<file path="src/rtl/ifu.sv">
// rtl/ifu.sv - instruction fetch unit: PC, single-outstanding ibus fetch, IF/ID register
// One fetch in flight at a time; a one-entry buffer absorbs a response that lands during a stall.
module ifu #(
  parameter logic [31:0] RESET_VECTOR = 32'h0000_0000,
  parameter logic [31:0] NOP_INSTR    = 32'h0000_0013
) (
  input  logic        clk,
  input  logic        rst_b,
  input  logic        if_stall,
  input  logic        if_flush,
  input  logic [31:0] branch_target,
  output logic        ibus_req,
  output logic [31:0] ibus_addr,
  input  logic        ibus_ready,
  input  logic        ibus_rvalid,
  input  logic [31:0] ibus_rdata,
  output logic        if2id_valid,
  output logic [31:0] if2id_pc,
  output logic [31:0] if2id_instr
);

  typedef enum logic [1:0] {BOOT, REQ, WAIT} state_t;

  state_t      state;
  logic [31:0] pc;
  logic [31:0] req_pc;
  logic        discard;
  logic        hold_valid;
  logic [31:0] hold_pc;
  logic [31:0] hold_instr;

  logic        rsp;
  logic        rsp_live;
  logic        hold_valid_nxt;
  logic        accept;

  // Responses only count in WAIT; anything seen in BOOT or REQ has no matching request.
  always_comb begin
    rsp            = (state == WAIT) && ibus_rvalid;
    rsp_live       = rsp && !discard && !if_flush;
    hold_valid_nxt = !if_flush && if_stall && (hold_valid || rsp_live);
    ibus_req       = ((state == REQ) || (rsp && !discard)) && !if_flush && !hold_valid_nxt;
    ibus_addr      = pc;
    accept         = ibus_req && ibus_ready;
  end

  always_ff @(posedge clk or negedge rst_b) begin
    if (!rst_b) begin
      state       <= BOOT;
      pc          <= RESET_VECTOR;
      req_pc      <= RESET_VECTOR;
      discard     <= 1'b0;
      hold_valid  <= 1'b0;
      hold_pc     <= RESET_VECTOR;
      hold_instr  <= NOP_INSTR;
      if2id_valid <= 1'b0;
      if2id_pc    <= RESET_VECTOR;
      if2id_instr <= NOP_INSTR;
    end else begin
      if (accept) begin
        req_pc <= pc;
        pc     <= pc + 32'd4;
      end

      if (if_flush) begin
        pc <= {branch_target[31:2], 2'b00};
        // A fetch still in flight must have its late response swallowed.
        if ((state == WAIT) && !ibus_rvalid) begin
          discard <= 1'b1;
          state   <= WAIT;
        end else begin
          discard <= 1'b0;
          state   <= REQ;
        end
      end else begin
        case (state)
          BOOT: state <= REQ;
          REQ: begin
            if (accept) state <= WAIT;
          end
          WAIT: begin
            if (ibus_rvalid) begin
              discard <= 1'b0;
              state   <= accept ? WAIT : REQ;
            end
          end
          default: state <= BOOT;
        endcase
      end

      hold_valid <= hold_valid_nxt;
      if (if_stall && rsp_live) begin
        hold_pc    <= req_pc;
        hold_instr <= ibus_rdata;
      end

      if (if_flush) begin
        if2id_valid <= 1'b0;
        if2id_instr <= NOP_INSTR;
      end else if (!if_stall) begin
        if (hold_valid) begin
          if2id_valid <= 1'b1;
          if2id_pc    <= hold_pc;
          if2id_instr <= hold_instr;
        end else if (rsp_live) begin
          if2id_valid <= 1'b1;
          if2id_pc    <= req_pc;
          if2id_instr <= ibus_rdata;
        end else begin
          if2id_valid <= 1'b0;
        end
      end
    end
  end

endmodule

</file>
<file path="config.mk">
export PLATFORM = sky130hd
export DESIGN_NAME = ifu
export DESIGN_NICKNAME = d
export VERILOG_FILES = /design/src/rtl/ifu.sv
export SDC_FILE = /design/constraint.sdc
export NUM_CORES = 1
export LEC_CHECK = 0
export ABC_AREA = 1
export CAP_MARGIN = 20
export CORE_MARGIN = 4
export CORE_UTILIZATION = 45
export DETAILED_ROUTE_END_ITERATION = 7
export PLACE_DENSITY = 0.71
export SLEW_MARGIN = 20
export SYNTH_ARGS = -nofsm -noshare
export SYNTH_HDL_FRONTEND = slang
export SYNTH_SLANG_ARGS = --single-unit
</file>
<file path="constraint.sdc">
create_clock -name clk -period 3.2 [get_ports clk]
set_input_delay 0.64 -clock clk [delete_from_list [all_inputs] [get_ports clk]]
set_output_delay 0.64 -clock clk [all_outputs]
set_load 0.02 [all_outputs]
</file>
# Word level (Yosys, flattened, before mapping)
# Cells that the tools add are included.
[totals]
output_inout_bits = 98
word_cells = 66
inputBits = 70
reg_bits = 197
[op_classes]
n_reduce_logical = 26
eq_ne = 5
addsub = 1
bitwise_logic = 2
muxes = 22
[ops]
columns = ["op", "count"]
rows = [
  ["$mux W32", 8],
  ["$add A32 B3 Y32 const B", 1],
  ["$logic_and A1 B1 Y1", 10],
  ["$mux W2", 5],
  ["$mux W1", 8],
  ["$reduce_bool A2 Y1", 4],
  ["$ne A3 B3 Y1 const B", 2],
  ["$pmux W2 S3", 1],
  ["$reduce_and A2 Y1", 3],
  ["$logic_not A1 Y1", 4],
  ["$reduce_and A3 Y1", 1],
  ["$reduce_bool A3 Y1", 1],
  ["$eq A2 B1 Y1 const B", 1],
  ["$eq A2 B2 Y1 const B", 1],
  ["$logic_not A2 Y1", 1],
  ["$logic_or A1 B1 Y1", 2],
  ["$ne A2 B1 Y1 const B", 1],
  ["$not A1 Y1", 2],
]

# Logic depth before layout (Yosys ltp)
# Gate-level depths: netlist of the first run.
[depth]
depth_word = 13
mapped_depth = 11
depth_no_buf = 10

# Worst setup path after synthesis of the first run
# No wires, ideal clock.
[synth_timing]
path_kind = "input -> output"
start = "in if_flush"
end = "out ibus_req"
path_buffers = 0
arrival_time_ps = 1183
required_ps = 2560
path_stages = 5
slack_ps = 1377
cell_sequence = "nor2_2 nand3_2 nand2_1 nand2_1 inv_1"
[synth_between]
elab_chain_cells = 6
word_cells_on_any_way = 8
classes_between = "reduce/logical (8)"
[synth_lines]
columns = ["element", "line_no", "source"]
rows = [
  ["start, declared", "10", "input logic if_flush,"],
  ["$logic_not A1 Y1 *", "40, 41, 42", ""],
  ["$logic_and A1 B1 Y1", "40", "rsp_live = rsp && !discard && !if_flush;"],
  ["$logic_or A1 B1 Y1", "41", "hold_valid_nxt = !if_flush && if_stall && (hold_valid || rsp_live);"],
  ["$logic_and A1 B1 Y1", "41", ""],
  ["$logic_not A1 Y1", "42", "ibus_req = ((state == REQ) || (rsp && !discard)) && !if_flush && !hold_valid_nxt;"],
  ["$logic_and A1 B1 Y1 *", "42", ""],
  ["end, declared", "12", "output logic ibus_req,"],
]
# Every way passes the cells marked *; elsewhere a longest branch is shown, timed or not.

# Worst setup path after layout of the first run
# Ends and elaborated chain as after synthesis.

==> run_results.csv, run 1 <==
group,metric,value,unit
status,outcome,"complete, no violations",
cells_and_area,multiInputGateArea,0.00343,mm^2
power,vdd_drop_max,408,uV
setup_path,path_buf_inv,3,
routing,drtAntennaViolNets,0,
yosys,yosysUniqueCellTypes,27,
yosys,synth_largest_area_cell,"dfrtp_1",
sta,maxSlewViolCount,0,
clocking,cts_setup_buffers,0,
clocking,post_cts_resized,0,
sta,tightestPinTransition,1.06,ns
yosys,synth_area_per_cell,7.78,um^2
place,hpwl,15100,um
floorplanning,die_h,149,um
hold_path,hold_class,"input pin to asynchronous set/reset pin",
yosys,synth_warnings,0,
setup_path,worstPathCellList,"clkdlybuf4s50_1 > nor2_2 > nand3_2 > nand2_1 > nand2_1 > inv_1 > clkdlybuf4s50_1",
cells_and_area,regArea,0.00474,mm^2
clocking,clk_pin_slew_worst_paths,0.07,ns
clocking,hold_buffers,0,
clocking,cts-buffers-inserted,17,
sta,finalCritPeriodShare,94.9,%
setup_path,cp_slowest_stage_delay,0.59,ns
floorplanning,num_io_pins,168,
yosys,ys_top_cells_by_area,"dfrtp_1, nand2_1, o21ai_0",
setup_path,critPathSlowestCell,"clkdlybuf4s50_1",
flow_run,maxCapViolCount,0,
clocking,cts_buffer_depth,2,
routing,viasPerCell,4.87,
power,leakage,5.45,nW
cells_and_area,stdcell_count,1557,
routing,drtPass1Iterations,7,
yosys,synth-seq-area-share,53.2,%
setup_path,cp.arrival,2.40,ns
routing,wl_per_cell,13.9,um
cells_and_area,n_fill_cell,1784,
yosys,synth-edff-count,0,
sta,setup_viol,0,
grt,antenna_found_initial,0,
floorplanning,row_count,51,
sta,fmax,329,MHz
sta,finalHoldViolations,0,
setup_path,required,2.56,ns
place,place.gp.congestion,0.938,
cells_and_area,finalNetCount,1350,
floorplanning,initial_core_util,45.8,%
yosys,synth-seq-cells,189,
yosys,synthesis.area,0.00891,mm^2
clocking,cts-root-buf,"clkbuf_16",
clocking,insertion_delay,0.43,ns
grt,grt_usage,19.9,%
yosys,async_flop_share,100,%
routing,finalWirelength,21600,um
sta,finalCriticalPeriod,3.04,ns
place,place_inst,1525,
power,power_density,749,mW/mm^2
grt,grt_pass1_wl,35700,um
setup_path,critPathTopFamily,"buffers and inverters",
cells_and_area,syn_to_final_growth,26.6,%
grt,grt-ovfl-total,0,
floorplanning,die_area,0.0221,mm^2
floorplanning,die_w,149,um
routing,drc_errors,0,
clocking,cts_tree,"yes",
cells_and_area,antenna_cells,0,
yosys,synthTopCellsByCount,"nand2_1, dfrtp_1, o21ai_0",
clocking,cts_sinks,189,
sta,slew_headroom,29.1,%
setup_path,crit_type,"input pin to output pin",
grt,grt_pass1_vias,7077,
cells_and_area,drive_above_1_share,5.19,%
routing,vias,7575,
place,portBuffers,161,
yosys,synthCells,1145,
sta,fin_skew,0.0156,ns
setup_path,startpoint_type,"input pin",
yosys,synth_most_common_cell,"nand2_1",
sta,setup_tns,0,ns
setup_path,cp_max_fo,5,
routing,initialDrtViolationCount,572,
sta,rsz0062_at_grt,"no",
grt,grt_max_degree,125,
setup_path,end_kind,"output pin",
yosys,synth_top_flop_cell,"dfrtp_1",
floorplanning,core-area,0.0195,mm^2
yosys,synth_top_area_share,51.4,%
clocking,h-tree-depth,4,
## flip-flops by register name (all words and copies together) (netlist names)
| register | cells |
|---|---|
| hold_instr | 32 |
| if2id_instr | 32 |
| hold_pc | 30 |
| ibus_addr | 30 |
| if2id_pc | 30 |
| req_pc | 30 |
| state | 2 |
| discard | 1 |
| hold_valid | 1 |
| if2id_valid | 1 |
## worst paths after layout
| path | start | to | slack (ns) | cells after the start |
|---|---|---|---|---|
| worst min register to register | hold_pc[20] | hold_pc[20] | 0.48 | 2 |
| worst max register to register | ibus_addr[2] | ibus_addr[12] | 1.18 | 10 |
| worst max-delay path | if_flush | ibus_req | 0.16 | 7 |
| min in group clk | hold_pc[20] | hold_pc[20] | 0.48 | 2 |
| max in group asynchronous | rst_b | hold_instr[1] | 2.12 | 2 |
| worst min-delay path | rst_b | if2id_pc[8] | 0.28 | 1 |
## metal layers
layer	track usage [%]	share of wire (%)	wire length [um]	vias up
met5	0	0	0	-
met4	5.50	1.7	369	0
met3	4.39	5.8	1250	25
met2	29.7	43	9370	218
met1	29.3	49	10600	3440
li1	-	-	-	3892
## area by class of cell
type / instances / share of cell area [%]
well taps: 265 / 2.94
multi-input cells: 788 / 30.4
inverters: 111 / 3.70
flip-flops and latches: 189 / 42.0
clock inverters: 10 / 1.23
clock buffers: 22 / 4.12
repair buffers: 172 / 15.6
## cells in the final DEF (no fill, tap or decap), types with 5 or more instances in the layout
| master | n |
|---|---|
| buf_4 | 6 |
| clkdlybuf4s50_1 | 160 |
| nor2_1 | 48 |
| o21ai_1 | 93 |
| nand2_2 | 5 |
| dfrtp_1 | 183 |
| nand3_1 | 60 |
| dfstp_2 | 6 |
| clkbuf_16 | 17 |
| nand4_1 | 6 |
| o21ai_0 | 134 |
| inv_1 | 106 |
| inv_2 | 5 |
| nand2_1 | 420 |
| buf_12 | 5 |
## through the flow
step / power [mW] / util, % / cell area (um^2) / worst slack [ns] / hold WS (ns)
final: 8.45 / 57.9 / 11300 / 0.162 / 0.277
after floorplan: 5.23 / - / 8920 / 1.38 / 0.344
after CTS: 8.53 / 57.9 / 11300 / 0.170 / 0.300
after detailed placement: 6.33 / 54.8 / 10700 / 0.174 / 0.468
after global placement: 6.24 / 54.8 / 10700 / 0.220 / 0.461
after global routing: 9.05 / 57.9 / 11300 / 0.0667 / 0.325
## cells by family (layout without fill, tap and decap cells)
group | Yosys count | after routing | share of synthesized area, %
simple gates | 548 | 548 | 24.8
buf+inv | 171 | 315 | 8.47
compound gates | 231 | 231 | 13.0
flops | 189 | 189 | 53.2
other cells | 1 | 4 | 0.0421
fa+ha+maj | 1 | 1 | 0.140
xor+xnor | 4 | 4 | 0.393
## report_power, final
group | switching, mW | internal [mW]
combinational | 1.45 | 1.11
sequential | 0.533 | 3.20
clock | 0.890 | 1.27
No activity file was read; power rests on OpenSTA's default activity.
==> run 2, diff against run 1 <==
--- a/config.mk
+++ b/config.mk
@@ -8,9 +8,8 @@
 export ABC_AREA = 1
 export CAP_MARGIN = 20
 export CORE_MARGIN = 4
-export CORE_UTILIZATION = 45
+export CORE_UTILIZATION = 35
 export DETAILED_ROUTE_END_ITERATION = 7
-export PLACE_DENSITY = 0.71
 export SLEW_MARGIN = 20
 export SYNTH_ARGS = -nofsm -noshare
 export SYNTH_HDL_FRONTEND = slang
==> run_results.csv, run 2 (synthesis results as in run 1) <==
group,metric,value,unit
status,outcome,"complete, no violations",
setup_path,cp_max_fo,5,
clocking,cts_tree,"yes",
sta,finalCriticalPeriod,2.98,ns
cells_and_area,multiInputGateArea,0.00343,mm^2
clocking,cts-root-buf,"clkbuf_16",
setup_path,required,2.56,ns
routing,finalWirelength,22100,um
grt,grt_pass1_wl,37300,um
clocking,clk_pin_slew_worst_paths,0.07,ns
clocking,h-tree-depth,4,
cells_and_area,regArea,0.00474,mm^2
floorplanning,die_h,168,um
setup_path,worstPathCellList,"clkdlybuf4s50_1 > nor2_2 > nand3_2 > nand2_1 > nand2_1 > inv_1 > clkdlybuf4s50_1",
cells_and_area,finalNetCount,1353,
sta,setup_viol,0,
power,seqPwrFrac,43.2,%
floorplanning,initial_core_util,35.5,%
setup_path,cp.arrival,2.34,ns
cells_and_area,syn_to_final_growth,28.2,%
place,dpl-instance-area,0.0108,mm^2
power,vdd_drop_max,334,uV
routing,drc_errors,0,
cells_and_area,stdcell_area,0.0114,mm^2
floorplanning,num_io_pins,168,
floorplanning,row_count,58,
grt,grt_max_degree,87,
power,leakage,5.49,nW
setup_path,cp_slowest_stage_delay,0.59,ns
power,switching_share,33.8,%
cells_and_area,n_fill_cell,2537,
power,pwr-share-comb,29.8,%
routing,wl_per_cell,13.6,um
clocking,cts_sinks,189,
flow_run,maxCapViolCount,0,
cells_and_area,largestRegisters,"hold_instr x32, if2id_instr x32",
routing,drtPass1Iterations,5,
sta,maxSlewViolCount,0,
setup_path,crit_type,"input pin to output pin",
hold_path,hold_class,"input pin to asynchronous set/reset pin",
grt,grt_pass1_vias,7354,
place,hpwl,15800,um
floorplanning,die_area,0.0281,mm^2
setup_path,critPathSlowestCell,"clkdlybuf4s50_1",
clocking,insertion_delay,0.42,ns
cells_and_area,final_common_cell,"nand2_1",
grt,grt-ovfl-total,0,
routing,drtAntennaViolNets,0,
sta,tightestPinTransition,0.704,ns
routing,initialDrtViolationCount,522,
power,power_density,753,mW/mm^2
place,portBuffers,161,
power,pwr-share-clk,26.9,%
sta,setup_tns,0,ns
clocking,cts_buffer_depth,2,
sta,finalCritPeriodShare,93.2,%
clocking,post_cts_resized,0,
grt,antenna_found_initial,0,
routing,viasPerCell,4.65,
floorplanning,core-area,0.0251,mm^2
power,p_switching,2.90,mW
clocking,cts-buffers-inserted,17,
cells_and_area,drive_above_1_share,5.56,%
place,place.gp.congestion,0.913,
clocking,hold_buffers,0,
power,p_int,5.70,mW
setup_path,end_kind,"output pin",
cells_and_area,antenna_cells,0,
sta,finalHoldViolations,0,
sta,fmax,335,MHz
sta,fin_skew,0.00943,ns
clocking,cts_setup_buffers,0,
routing,vias,7559,
grt,grt_usage,16.0,%
sta,slew_headroom,53.1,%
setup_path,startpoint_type,"input pin",
floorplanning,die_w,168,um
sta,rsz0062_at_grt,"no",
cells_and_area,mostFrequentLayoutCells,"nand2_1, dfrtp_1, clkdlybuf4s50_1, o21ai_0, inv_1",
==> run 2: cell types whose count changed in the layout (fill, tap and decap cells not counted), sizes merged <==
| cell | previous run | this run |
|---|---|---|
| clkinvlp | 1 | 2 |
| clkinv | 4 | 6 |
| clkbuf | 22 | 19 |
| buf | 12 | 14 |
| bufinv | 3 | 5 |
| inv | 113 | 112 |
==> run 2: layout make-up <==
cell class	instances	area share [%]
clock buffers	18	3.76
clock inverters	14	1.88
inverters	111	3.66
multi-input cells	788	30.0
flip-flops and latches	189	41.5
well taps	330	3.61
repair buffers	175	15.6
==> run 2: power by group through the flow <==
stage,sequential [mW],combinational (mW),clock (mW)
floorplan,3.95,1.28,0
global placement,3.73,2.57,0
detailed placement,3.76,2.60,0
CTS,3.72,2.62,2.39
global route,3.84,2.92,2.47
finish,3.72,2.57,2.32
==> run 2: per-stage QoR <==
stage	hold slack, ns	cells	utilization [%]	setup WS [ns]	total power, mW
6_report	0.235	1625	45.5	0.219	8.60
5_1_grt	0.289	1625	45.5	0.0991	9.23
4_1_cts	0.264	1625	45.5	0.196	8.72
3_5_place_dp	0.468	1593	42.9	0.201	6.36
3_3_place_gp	0.460	1593	42.9	0.217	6.29
2_1_floorplan	0.344	1148	-	1.38	5.23
==> run 2: metal layers <==
metal	vias up	GRT usage, %	wire length [um]
li1	3907	-	-
met1	3410	23.4	11100
met2	214	24.1	9400
met3	28	3.56	1180
met4	0	4.66	452
met5	-	0	0
==> run 2: worst paths after layout <==
path	slack, ns	cells after the start	start	end
min in group clk	0.48	2	hold_instr[2]	hold_instr[2]
setup / recovery	0.22	7	if_flush	ibus_req
hold reg to reg	0.48	2	hold_instr[2]	hold_instr[2]
hold / removal	0.24	1	rst_b	if2id_instr[28]
setup reg to reg	1.10	10	ibus_addr[2]	ibus_addr[12]
max in group asynchronous	2.09	2	rst_b	hold_pc[17]
==> run 2: worst max-delay path: cells and delay by family <==
family	cells	cell delay, ns
AND/OR/NAND/NOR	4	0.51
buffers and inverters	3	1.19
